===== src/rtl/isa_pkg.sv =====
// Shared ISA definitions for the six-instruction datapath and its
// instruction-memory loader: opcode encodings and the loader state type.
package isa_pkg;

   localparam logic [3:0] OP_MOVL = 4'h0;
   localparam logic [3:0] OP_MOVS = 4'h1;
   localparam logic [3:0] OP_ADD  = 4'h2;
   localparam logic [3:0] OP_MOVI = 4'h3;
   localparam logic [3:0] OP_SUB  = 4'h4;
   localparam logic [3:0] OP_JMPZ = 4'h5;
   localparam logic [3:0] MAX_OP  = OP_JMPZ;

   typedef enum logic [2:0] {
      CNT_HI,
      CNT_LO,
      DAT_HI,
      DAT_LO,
      LOADED,
      ERROR
   } loader_state_t;

endpackage


===== src/rtl/imem_loader_if.sv =====
// Byte-stream input and instruction-memory write bus of the loader.
// The master side is the loader itself; the slave side is the stream source plus memory.
interface imem_loader_if #(parameter int ADDR_W = 8);

   logic [7:0]        in_data;
   logic              in_valid;
   logic              in_ready;
   logic              imem_we;
   logic [ADDR_W-1:0] imem_addr;
   logic [15:0]       imem_wdata;

   modport master (
      input  in_data, in_valid,
      output in_ready, imem_we, imem_addr, imem_wdata
   );

   modport slave (
      output in_data, in_valid,
      input  in_ready, imem_we, imem_addr, imem_wdata
   );

endinterface


===== src/rtl/imem_loader.sv =====
// Receives a length-prefixed byte stream, assembles 16-bit instruction words,
// writes them into instruction memory and holds the CPU in reset until done.
module imem_loader #(
   parameter int         ADDR_W = 8,
   parameter logic [3:0] MAX_OP = isa_pkg::MAX_OP
) (
   input  logic         clk,
   input  logic         reset,
   imem_loader_if.master bus,
   input  logic         restart,
   output logic         cpu_hold,
   output logic         done,
   output logic         len_err,
   output logic         op_err
);

   import isa_pkg::*;

   localparam logic [16:0] CAPACITY = 17'(1) << ADDR_W;

   loader_state_t     r_state, w_stateNext;
   logic [15:0]       r_count, w_countNext;
   logic [15:0]       r_index, w_indexNext;
   logic [7:0]        r_hi, w_hiNext;
   logic              r_inReady, w_inReadyNext;
   logic              r_we, w_weNext;
   logic [ADDR_W-1:0] r_addr, w_addrNext;
   logic [15:0]       r_wdata, w_wdataNext;
   logic              r_done, w_doneNext;
   logic              r_cpuHold;
   logic              r_lenErr, w_lenErrNext;
   logic              r_opErr, w_opErrNext;
   logic              w_xfer;
   logic [15:0]       w_countFull;

   // Next-state and next-output logic; every register output is computed here
   always_comb begin
      w_stateNext   = r_state;
      w_countNext   = r_count;
      w_indexNext   = r_index;
      w_hiNext      = r_hi;
      w_weNext      = 1'b0;
      w_addrNext    = r_addr;
      w_wdataNext   = r_wdata;
      w_lenErrNext  = r_lenErr;
      w_opErrNext   = r_opErr;
      w_xfer        = bus.in_valid && r_inReady;
      w_countFull   = {r_count[15:8], bus.in_data};

      case (r_state)
         CNT_HI: begin
            if (w_xfer) begin
               w_countNext[15:8] = bus.in_data;
               w_stateNext       = CNT_LO;
            end
         end
         CNT_LO: begin
            if (w_xfer) begin
               w_countNext = w_countFull;
               w_indexNext = 16'd0;
               if (w_countFull == 16'd0) begin
                  w_stateNext = LOADED;
               end else if ({1'b0, w_countFull} > CAPACITY) begin
                  w_stateNext  = ERROR;
                  w_lenErrNext = 1'b1;
               end else begin
                  w_stateNext = DAT_HI;
               end
            end
         end
         DAT_HI: begin
            if (w_xfer) begin
               w_hiNext    = bus.in_data;
               w_stateNext = DAT_LO;
            end
         end
         DAT_LO: begin
            if (w_xfer) begin
               w_weNext    = 1'b1;
               w_addrNext  = r_index[ADDR_W-1:0];
               w_wdataNext = {r_hi, bus.in_data};
               w_indexNext = r_index + 16'd1;
               if (r_hi[7:4] > MAX_OP) begin
                  w_opErrNext = 1'b1;
               end
               w_stateNext = ((r_index + 16'd1) == r_count) ? LOADED : DAT_HI;
            end
         end
         LOADED, ERROR: begin
            if (restart) begin
               w_stateNext  = CNT_HI;
               w_indexNext  = 16'd0;
               w_lenErrNext = 1'b0;
               w_opErrNext  = 1'b0;
            end
         end
         default: begin
            w_stateNext = CNT_HI;
         end
      endcase

      w_inReadyNext = (w_stateNext != LOADED) && (w_stateNext != ERROR);
      // done lags entry into LOADED by a cycle so the CPU is released only after the last write lands
      w_doneNext    = (r_state == LOADED) && (w_stateNext == LOADED);
   end

   // State and registered outputs
   always_ff @(posedge clk or posedge reset) begin
      if (reset) begin
         r_state   <= CNT_HI;
         r_count   <= 16'd0;
         r_index   <= 16'd0;
         r_hi      <= 8'd0;
         r_inReady <= 1'b1;
         r_we      <= 1'b0;
         r_addr    <= '0;
         r_wdata   <= 16'd0;
         r_done    <= 1'b0;
         r_cpuHold <= 1'b1;
         r_lenErr  <= 1'b0;
         r_opErr   <= 1'b0;
      end else begin
         r_state   <= w_stateNext;
         r_count   <= w_countNext;
         r_index   <= w_indexNext;
         r_hi      <= w_hiNext;
         r_inReady <= w_inReadyNext;
         r_we      <= w_weNext;
         r_addr    <= w_addrNext;
         r_wdata   <= w_wdataNext;
         r_done    <= w_doneNext;
         r_cpuHold <= !w_doneNext;
         r_lenErr  <= w_lenErrNext;
         r_opErr   <= w_opErrNext;
      end
   end

   assign bus.in_ready   = r_inReady;
   assign bus.imem_we    = r_we;
   assign bus.imem_addr  = r_addr;
   assign bus.imem_wdata = r_wdata;
   assign cpu_hold       = r_cpuHold;
   assign done           = r_done;
   assign len_err        = r_lenErr;
   assign op_err         = r_opErr;

endmodule


===== src/flat_wrapper.sv =====
// flat-port wrapper written by rule: the top's interface ports become plain ports
module imem_loader_flat import isa_pkg::*;
#(
   parameter int         ADDR_W = 8,
   parameter logic [3:0] MAX_OP = isa_pkg::MAX_OP
)
  (clk, reset, restart, cpu_hold, done, len_err, op_err, bus_in_data, bus_in_valid, bus_in_ready, bus_imem_we, bus_imem_addr, bus_imem_wdata);
  imem_loader_if #(.ADDR_W(ADDR_W)) bus_i ();
  input  logic clk;
  input  logic reset;
  input  logic restart;
  output logic cpu_hold;
  output logic done;
  output logic len_err;
  output logic op_err;
  input wire logic [$bits(bus_i.in_data)-1:0] bus_in_data;
  input wire logic [$bits(bus_i.in_valid)-1:0] bus_in_valid;
  output wire logic [$bits(bus_i.in_ready)-1:0] bus_in_ready;
  output wire logic [$bits(bus_i.imem_we)-1:0] bus_imem_we;
  output wire logic [$bits(bus_i.imem_addr)-1:0] bus_imem_addr;
  output wire logic [$bits(bus_i.imem_wdata)-1:0] bus_imem_wdata;
  assign bus_i.in_data = bus_in_data;
  assign bus_i.in_valid = bus_in_valid;
  assign bus_in_ready = bus_i.in_ready;
  assign bus_imem_we = bus_i.imem_we;
  assign bus_imem_addr = bus_i.imem_addr;
  assign bus_imem_wdata = bus_i.imem_wdata;
  imem_loader #(.ADDR_W(ADDR_W), .MAX_OP(MAX_OP)) u_core (.clk(clk), .reset(reset), .bus(bus_i), .restart(restart), .cpu_hold(cpu_hold), .done(done), .len_err(len_err), .op_err(op_err));
endmodule

===== config.mk =====
export PLATFORM = sky130hd
export DESIGN_NAME = imem_loader_flat
export DESIGN_NICKNAME = d
export VERILOG_FILES = /design/src/rtl/isa_pkg.sv /design/src/rtl/imem_loader_if.sv /design/src/rtl/imem_loader.sv /design/src/flat_wrapper.sv
export SDC_FILE = /design/constraint.sdc
export NUM_CORES = 1
export LEC_CHECK = 0
export ABC_AREA = 1
export ABC_CLOCK_PERIOD_IN_PS = 2000
export CAP_MARGIN = 10
export CELL_PAD_IN_SITES_DETAIL_PLACEMENT = 0
export CELL_PAD_IN_SITES_GLOBAL_PLACEMENT = 1
export CORE_ASPECT_RATIO = 0.6
export CORE_MARGIN = 3
export CORE_UTILIZATION = 35
export CTS_CLUSTER_DIAMETER = 50
export DETAILED_ROUTE_END_ITERATION = 8
export HOLD_SLACK_MARGIN = 0.02
export PLACE_DENSITY_LB_ADDON = 0.25
export SETUP_SLACK_MARGIN = 0.05
export SLEW_MARGIN = 20
export SYNTH_ARGS = -nofsm -noshare
export SYNTH_HDL_FRONTEND = slang
export SYNTH_SLANG_ARGS = --single-unit

===== constraint.sdc =====
create_clock -name clk -period 2 [get_ports clk]
set_input_delay 0.2 -clock clk [delete_from_list [all_inputs] [get_ports clk]]
set_output_delay 0.2 -clock clk [all_outputs]
set_load 0.02 [all_outputs]

[After elaboration in Yosys (flattened, before gate mapping)]
Cells that the tools add are included.
Cells by class
  $lt $le $gt $ge: 2
  equal/unequal tests: 15
  mux-type cells: 25
  add/sub/neg operators: 1
  bitwise gates (word level): 1
  reductions and logical operators: 17
Operators by type and width (number)
  16-bit two-way mux: 3
  16-bit one-hot mux with 3 select lines: 1
  3-bit two-way mux: 8
  16-bit by 1-bit adder with 16-bit output, second input constant: 1
  16-bit == test: 1
  16-bit by 9-bit greater-than comparator with 1-bit output, second input constant: 1
  16-bit zero test: 1
  8-bit one-hot mux with 2 select lines: 1
  3-bit one-hot mux with 5 select lines: 1
  3-bit == test, second input constant: 3
  1-bit two-way mux: 8
  8-bit two-way mux: 1
  2-bit by 1-bit != test with 1-bit output, second input constant: 4
  4-bit AND reduction: 2
  3-bit by 2-bit == test with 1-bit output, second input constant: 2
  3-bit != test, second input constant: 2
  2-bit AND reduction: 3
  5-bit AND reduction: 1
  4-bit by 3-bit greater-than comparator with 1-bit output, second input constant: 1
  2-bit != test, second input constant: 2
  1-bit one-hot mux with 2 select lines: 2
  2-bit nonzero test: 2
  3-bit by 1-bit == test with 1-bit output, second input constant: 1
  1-bit logical AND: 3
  6 further kinds: 6
Word-level totals
  register bits: 73

[Depth between registers and ports, before layout]
  depth in word-level cells: 8
  mapped depth: 14
  gate-level depth less buffers: 14

[Least setup slack after synthesis]
OpenSTA, ideal clock, no wires.
  path type: reg2reg
  start: reg u_core.r_inReady (netlist: u_core.bus.in_ready)
  end: reg u_core.r_index[10]
  buffers on the path: 1
  period minus slack after synthesis: 1.743 ns
  slack: 0.257 ns
  stages on the path, launching flop included: 7
  data arrival time: 1.608 ns
  data required time: 1.866 ns
  library setup time: 0.134 ns
  cells stage by stage: dfstp_2 nand2_1 inv_1 nand2_1 a31oi_2 buf_2 o22ai_1
On the way
  word-level cells in the longest chain between the ends: 3
  elaborated cells on any way between the ends: 4
RTL lines
  from (decl): line imem_loader.sv:25  | logic r_inReady, w_inReadyNext;
  from (signal assigned): line imem_loader.sv:127  | r_inReady <= w_inReadyNext;
  1-bit logical AND *: line imem_loader.sv:47  | w_xfer = bus.in_valid && r_inReady;
  2-bit by 1-bit != test with 1-bit output (no line)
  4-bit AND reduction (no line) *
  to (signal assigned): line imem_loader.sv:125  | r_index <= w_indexNext;
  to (decl): line imem_loader.sv:23  | logic [15:0] r_index, w_indexNext;
Mark *: on every way between the ends. The rest lies on a longest branch, timed or not.
A chain may end at the register's enable or synchronous reset.

[Worst setup path in the final report]
  start: reg u_core.r_index[1]
  end: reg u_core.r_cpuHold (netlist: u_core.cpu_hold)
On the way
  word-level cells in the longest chain between the ends: 8
RTL lines
  16-bit by 1-bit adder with 16-bit output: line imem_loader.sv:86  | w_stateNext = ((r_index + 16'd1) == r_count) ? LOADED : DAT_HI;
  16-bit == test: line imem_loader.sv:86
  3-bit two-way mux: line imem_loader.sv:86
  3-bit two-way mux: line imem_loader.sv:78  | if (w_xfer) begin
  3-bit one-hot mux with 5 select lines: line imem_loader.sv:50  | case (r_state)
  via u_core.w_stateNext[2]: line imem_loader.sv:21  | loader_state_t r_state, w_stateNext;
  3-bit == test: line imem_loader.sv:104  | w_doneNext = (r_state == LOADED) && (w_stateNext == LOADED);
  1-bit logical AND: line imem_loader.sv:104
  1-bit zero test: line imem_loader.sv:132  | r_cpuHold <= !w_doneNext;
  to (signal assigned): line imem_loader.sv:132
  to (decl): line imem_loader.sv:30  | logic r_cpuHold;
The timed path passes the listed nets, and every way through them passes these cells.

==> impl_results.rst <==
.. list-table::
   :header-rows: 1

   * - Metric
     - Value
   * - CORE AREA
     - 0.00943 mm^2
   * - Arithmetic-cell share of the synthesized area counting full adders, half adders and majority gates
     - 0.00359
   * - First-pass DRT Iterations
     - 4
   * - Critical path type
     - reg2reg
   * - Initial antenna violation count
     - 0
   * - Global-route congestion overflow total
     - 0
   * - Fraction of the yosys area taken by sequential cells
     - 0.525
   * - Cell accounting for the most synthesized area
     - sky130_fd_sc_hd__dfrtp_1
   * - Final Power
     - 6300 uW
   * - Final HPWL DP
     - 6.65 mm
   * - DRT antenna net count
     - 0
   * - Top_reg_cell synth
     - sky130_fd_sc_hd__dfrtp_1
   * - Worst-Margin Slew
     - 575 ps
   * - Final setup viols
     - 0
   * - Number of diodes
     - 0
   * - Number of synthesized flops with an enable pin
     - 0
   * - Worst max-slew margin expressed relative to the limit
     - 0.616
   * - Post-Syn Instances
     - 430
   * - Total track usage
     - 0.174
   * - Master cell of the clock root buffer
     - sky130_fd_sc_hd__clkbuf_16
   * - Chip height
     - 83.3 um
   * - Vias after detailed routing
     - 3062
   * - Number of top-level pins
     - 42
   * - Wire length of the first global-routing pass
     - 15.5 mm
   * - Simple-Gate Fraction of Synth Area
     - 0.281
   * - Dominant cell by count in the synthesized netlist
     - sky130_fd_sc_hd__nand2_1
   * - Largest net degree at the start of global routing
     - 44
   * - Number of hold buffers added after CTS
     - 0
   * - Worst Path Max Fanout
     - 6
   * - Post-layout instance area
     - 0.00469 mm^2
   * - Total nets after synthesis
     - 443
   * - Final RePlAce weighted congestion
     - 0.834
   * - Horiz. Die Dim
     - 135 um
   * - Buffers added on ports
     - 41
   * - Area growth from synthesis to layout
     - 34.6%
   * - TritonCTS clock tree
     - done
   * - Filler instances
     - 865
   * - Static power due to leakage
     - 0.00209 uW
   * - Effective utilization at floorplan
     - 0.370
   * - Shortest clock period the worst path allows after layout
     - 1900 ps
   * - Area of placed instances
     - 0.00418 mm^2
   * - Rows
     - 27
   * - Clock insertion delay at the later pin of the skew report
     - 330 ps
   * - Setup tns final
     - 0 ps
   * - Complex-gate fraction of the synthesized area
     - 0.117
   * - Clock slew at reported path FFs
     - 60 ps
   * - Worst IR drop on VDD
     - 0.586 mV
   * - CP required
     - 2260 ps
   * - Async SR Flop Fraction
     - 1.00
   * - Maximum level of the CTS H-tree
     - 3
   * - DRC
     - 0
   * - Ratio of total power to cell area
     - 1340 mW/mm^2
   * - Run status
     - finished, final reports clean
   * - Number of nets in the layout
     - 508
   * - Hold Violations, Final
     - 0
   * - Fmax
     - 527 MHz
   * - Area enclosed by the die boundary
     - 0.0112 mm^2
   * - Share of post-route cells with drive strength above 1
     - 0.178
   * - CP Capture Type
     - flip-flop
   * - Cell area after synthesis
     - 0.00348 mm^2
   * - Vias per cell
     - 4.87
   * - Avg Synthesized Cell Area
     - 8.10 um^2
   * - Synth top area cells
     - sky130_fd_sc_hd__dfrtp_1, sky130_fd_sc_hd__nand2_1, sky130_fd_sc_hd__o21ai_0, sky130_fd_sc_hd__inv_1, sky130_fd_sc_hd__nand3_1
   * - Worst EP arrival
     - 2160 ps
   * - Number of global-route vias before repair
     - 3026
   * - Routed wirelength normalized by instance count
     - 14.7 um
   * - Final cycle utilization of the critical path
     - 0.950
   * - Sum of routed wire length over all layers
     - 9.27 mm
   * - Top cell type's share of synthesized area
     - 0.510
   * - Final number of max-transition violations
     - 0
   * - Largest clock skew in the final design
     - 5.11 ps
   * - Share of cell area taken by muxes after synthesis
     - 0
   * - Count of clock tree sinks
     - 73
   * - Max Buffers Root-to-Sink
     - 2
   * - Dominant combinational cell family by area after synthesis
     - simple AND/OR/NAND/NOR gates
   * - Initial detailed-routing violation count
     - 190
   * - Core occupancy in the finished layout
     - 0.497
   * - Yosys warns
     - 0
   * - Number of distinct library cells after synthesis
     - 34
   * - Launching element type of the critical path
     - flip-flop
   * - Share of the synthesized netlist area taken by xor and xnor gates
     - 0.00754
   * - Top cell types by occurrence after synthesis
     - sky130_fd_sc_hd__nand2_1, sky130_fd_sc_hd__dfrtp_1, sky130_fd_sc_hd__inv_1
   * - Max-cap violations
     - 0
   * - Hold WC Path Type
     - in2async
   * - RSZ-0062 raised after global routing
     - yes
   * - Number of buffers created by CTS
     - 9
   * - Register bit total from synthesis
     - 73
kinds of logic after synthesis:
kind of cell | count (synthesis)
xor gates and xnor gates | 3
and+or+nand+nor | 217
DFF | 73
buffers and inverters | 61
adders and majority gates | 1
AOI/OAI and AO/OA | 75
per-stage QoR:
step / cells / setup slack [ps] / hold slack [ps]
2_1_floorplan: 430 / 257 / 321
3_3_place_gp: 607 / 61.4 / 459
3_5_place_dp: 607 / 33.4 / 458
4_1_cts: 624 / 76.2 / 222
5_1_grt: 629 / -20.2 / 246
6_report: 629 / 101 / 212
routing by layer:
layer / wire length (um) / up-vias / global-route usage / share of wire
met3: 434 / 5 / 0.0424 / 0.047
met4: 53 / 0 / 0.0434 / 0.0057
met2: 3810 / 67 / 0.236 / 0.41
li1: - / 1530 / - / -
met5: 0 / - / 0 / 0
met1: 4970 / 1460 / 0.274 / 0.54
path summary, 6_finish.rpt:
kind | endpoint | depth (start not counted) | start | slack (ps)
worst max register to register | u_core.cpu_hold | 15 | u_core.r_index[1] | 100
worst min register to register | u_core.bus.imem_wdata[11] | 2 | u_core.bus.imem_wdata[11] | 470
worst min-delay path | u_core.r_index[13] | 2 | reset | 210
max in group asynchronous | u_core.bus.in_ready | 3 | reset | 1180
min in group clk | u_core.bus.imem_wdata[11] | 2 | u_core.bus.imem_wdata[11] | 470
worst max-delay path | u_core.cpu_hold | 15 | u_core.r_index[1] | 100
cells in the final DEF (no fill, tap or decap), types with 2 or more instances in the layout:
cell type | netlist | routed
sky130_fd_sc_hd__buf_12 | 0 | 4
sky130_fd_sc_hd__a21oi_1 | 6 | 4
sky130_fd_sc_hd__dfrtp_2 | 0 | 3
sky130_fd_sc_hd__dfrtp_1 | 71 | 68
sky130_fd_sc_hd__clkinv_4 | 0 | 2
sky130_fd_sc_hd__nand3b_1 | 8 | 8
sky130_fd_sc_hd__dfstp_2 | 2 | 2
sky130_fd_sc_hd__nand3_1 | 26 | 22
sky130_fd_sc_hd__bufinv_16 | 0 | 2
sky130_fd_sc_hd__clkbuf_16 | 0 | 9
sky130_fd_sc_hd__o21ai_0 | 48 | 47
sky130_fd_sc_hd__inv_1 | 49 | 46
sky130_fd_sc_hd__o22ai_1 | 10 | 10
sky130_fd_sc_hd__a21oi_2 | 0 | 2
sky130_fd_sc_hd__nor2_2 | 3 | 7
sky130_fd_sc_hd__clkdlybuf4s50_1 | 0 | 41
sky130_fd_sc_hd__buf_4 | 0 | 17
sky130_fd_sc_hd__inv_2 | 2 | 3
sky130_fd_sc_hd__nand2_1 | 133 | 121
sky130_fd_sc_hd__nor3_1 | 3 | 3
sky130_fd_sc_hd__nand2_2 | 2 | 14
sky130_fd_sc_hd__o21ai_1 | 6 | 7
sky130_fd_sc_hd__nor2_1 | 24 | 18
sky130_fd_sc_hd__nand3_2 | 2 | 5
sky130_fd_sc_hd__nor2_4 | 4 | 6
sky130_fd_sc_hd__nand4_1 | 8 | 8
report_power, final:
group,leakage (uW),total (uW),switching [uW],internal [uW]
clock network,0.000156,1730,610,1120
logic,0.000985,2230,1250,971
registers,0.000945,2340,365,1980
total,0.00209,6300,2230,4070
critical path, stage by stage, from the launching register on:
cell	delay, ps
sky130_fd_sc_hd__dfrtp_2	440
sky130_fd_sc_hd__ha_4	190
sky130_fd_sc_hd__nand3_4	90
sky130_fd_sc_hd__nor2_4	50
sky130_fd_sc_hd__buf_12	130
sky130_fd_sc_hd__nand2_4	60
sky130_fd_sc_hd__nand2_2	50
sky130_fd_sc_hd__buf_4	130
sky130_fd_sc_hd__nand3_1	50
sky130_fd_sc_hd__nand2_1	60
sky130_fd_sc_hd__nor2_1	100
sky130_fd_sc_hd__nand2_1	70
sky130_fd_sc_hd__nor2_2	140
sky130_fd_sc_hd__nand3_2	100
sky130_fd_sc_hd__nand2_2	90
sky130_fd_sc_hd__nand2_1	50
flip-flops by register name, indices dropped and copies added (netlist names):
register               flops
u_core.bus.in_ready        1
u_core.len_err             1
u_core.cpu_hold            1
u_core.r_count            16
u_core.bus.imem_we         1
u_core.r_state             3
u_core.done                1
u_core.op_err              1
u_core.r_index            16
u_core.bus.imem_addr       8
u_core.bus.imem_wdata     16
u_core.r_hi                8
layout make-up:
class | instances | area (um^2) | share of cell area
sequential | 73 | 1830 | 0.391
multi-input combinational | 296 | 1540 | 0.329
timing repair buffer | 63 | 629 | 0.134
clock buffer | 11 | 243 | 0.0518
inverter | 52 | 201 | 0.0430
tap | 130 | 163 | 0.0347
clock inverter | 4 | 77.6 | 0.0166
timing repair:
item                       4_1_cts  5_1_grt
setup endpoints to repair        4        6
buffers inserted                 2        5
resized for setup                2       37
pin swaps                        2       19
Note: power is estimated with default switching activity, not from simulation.
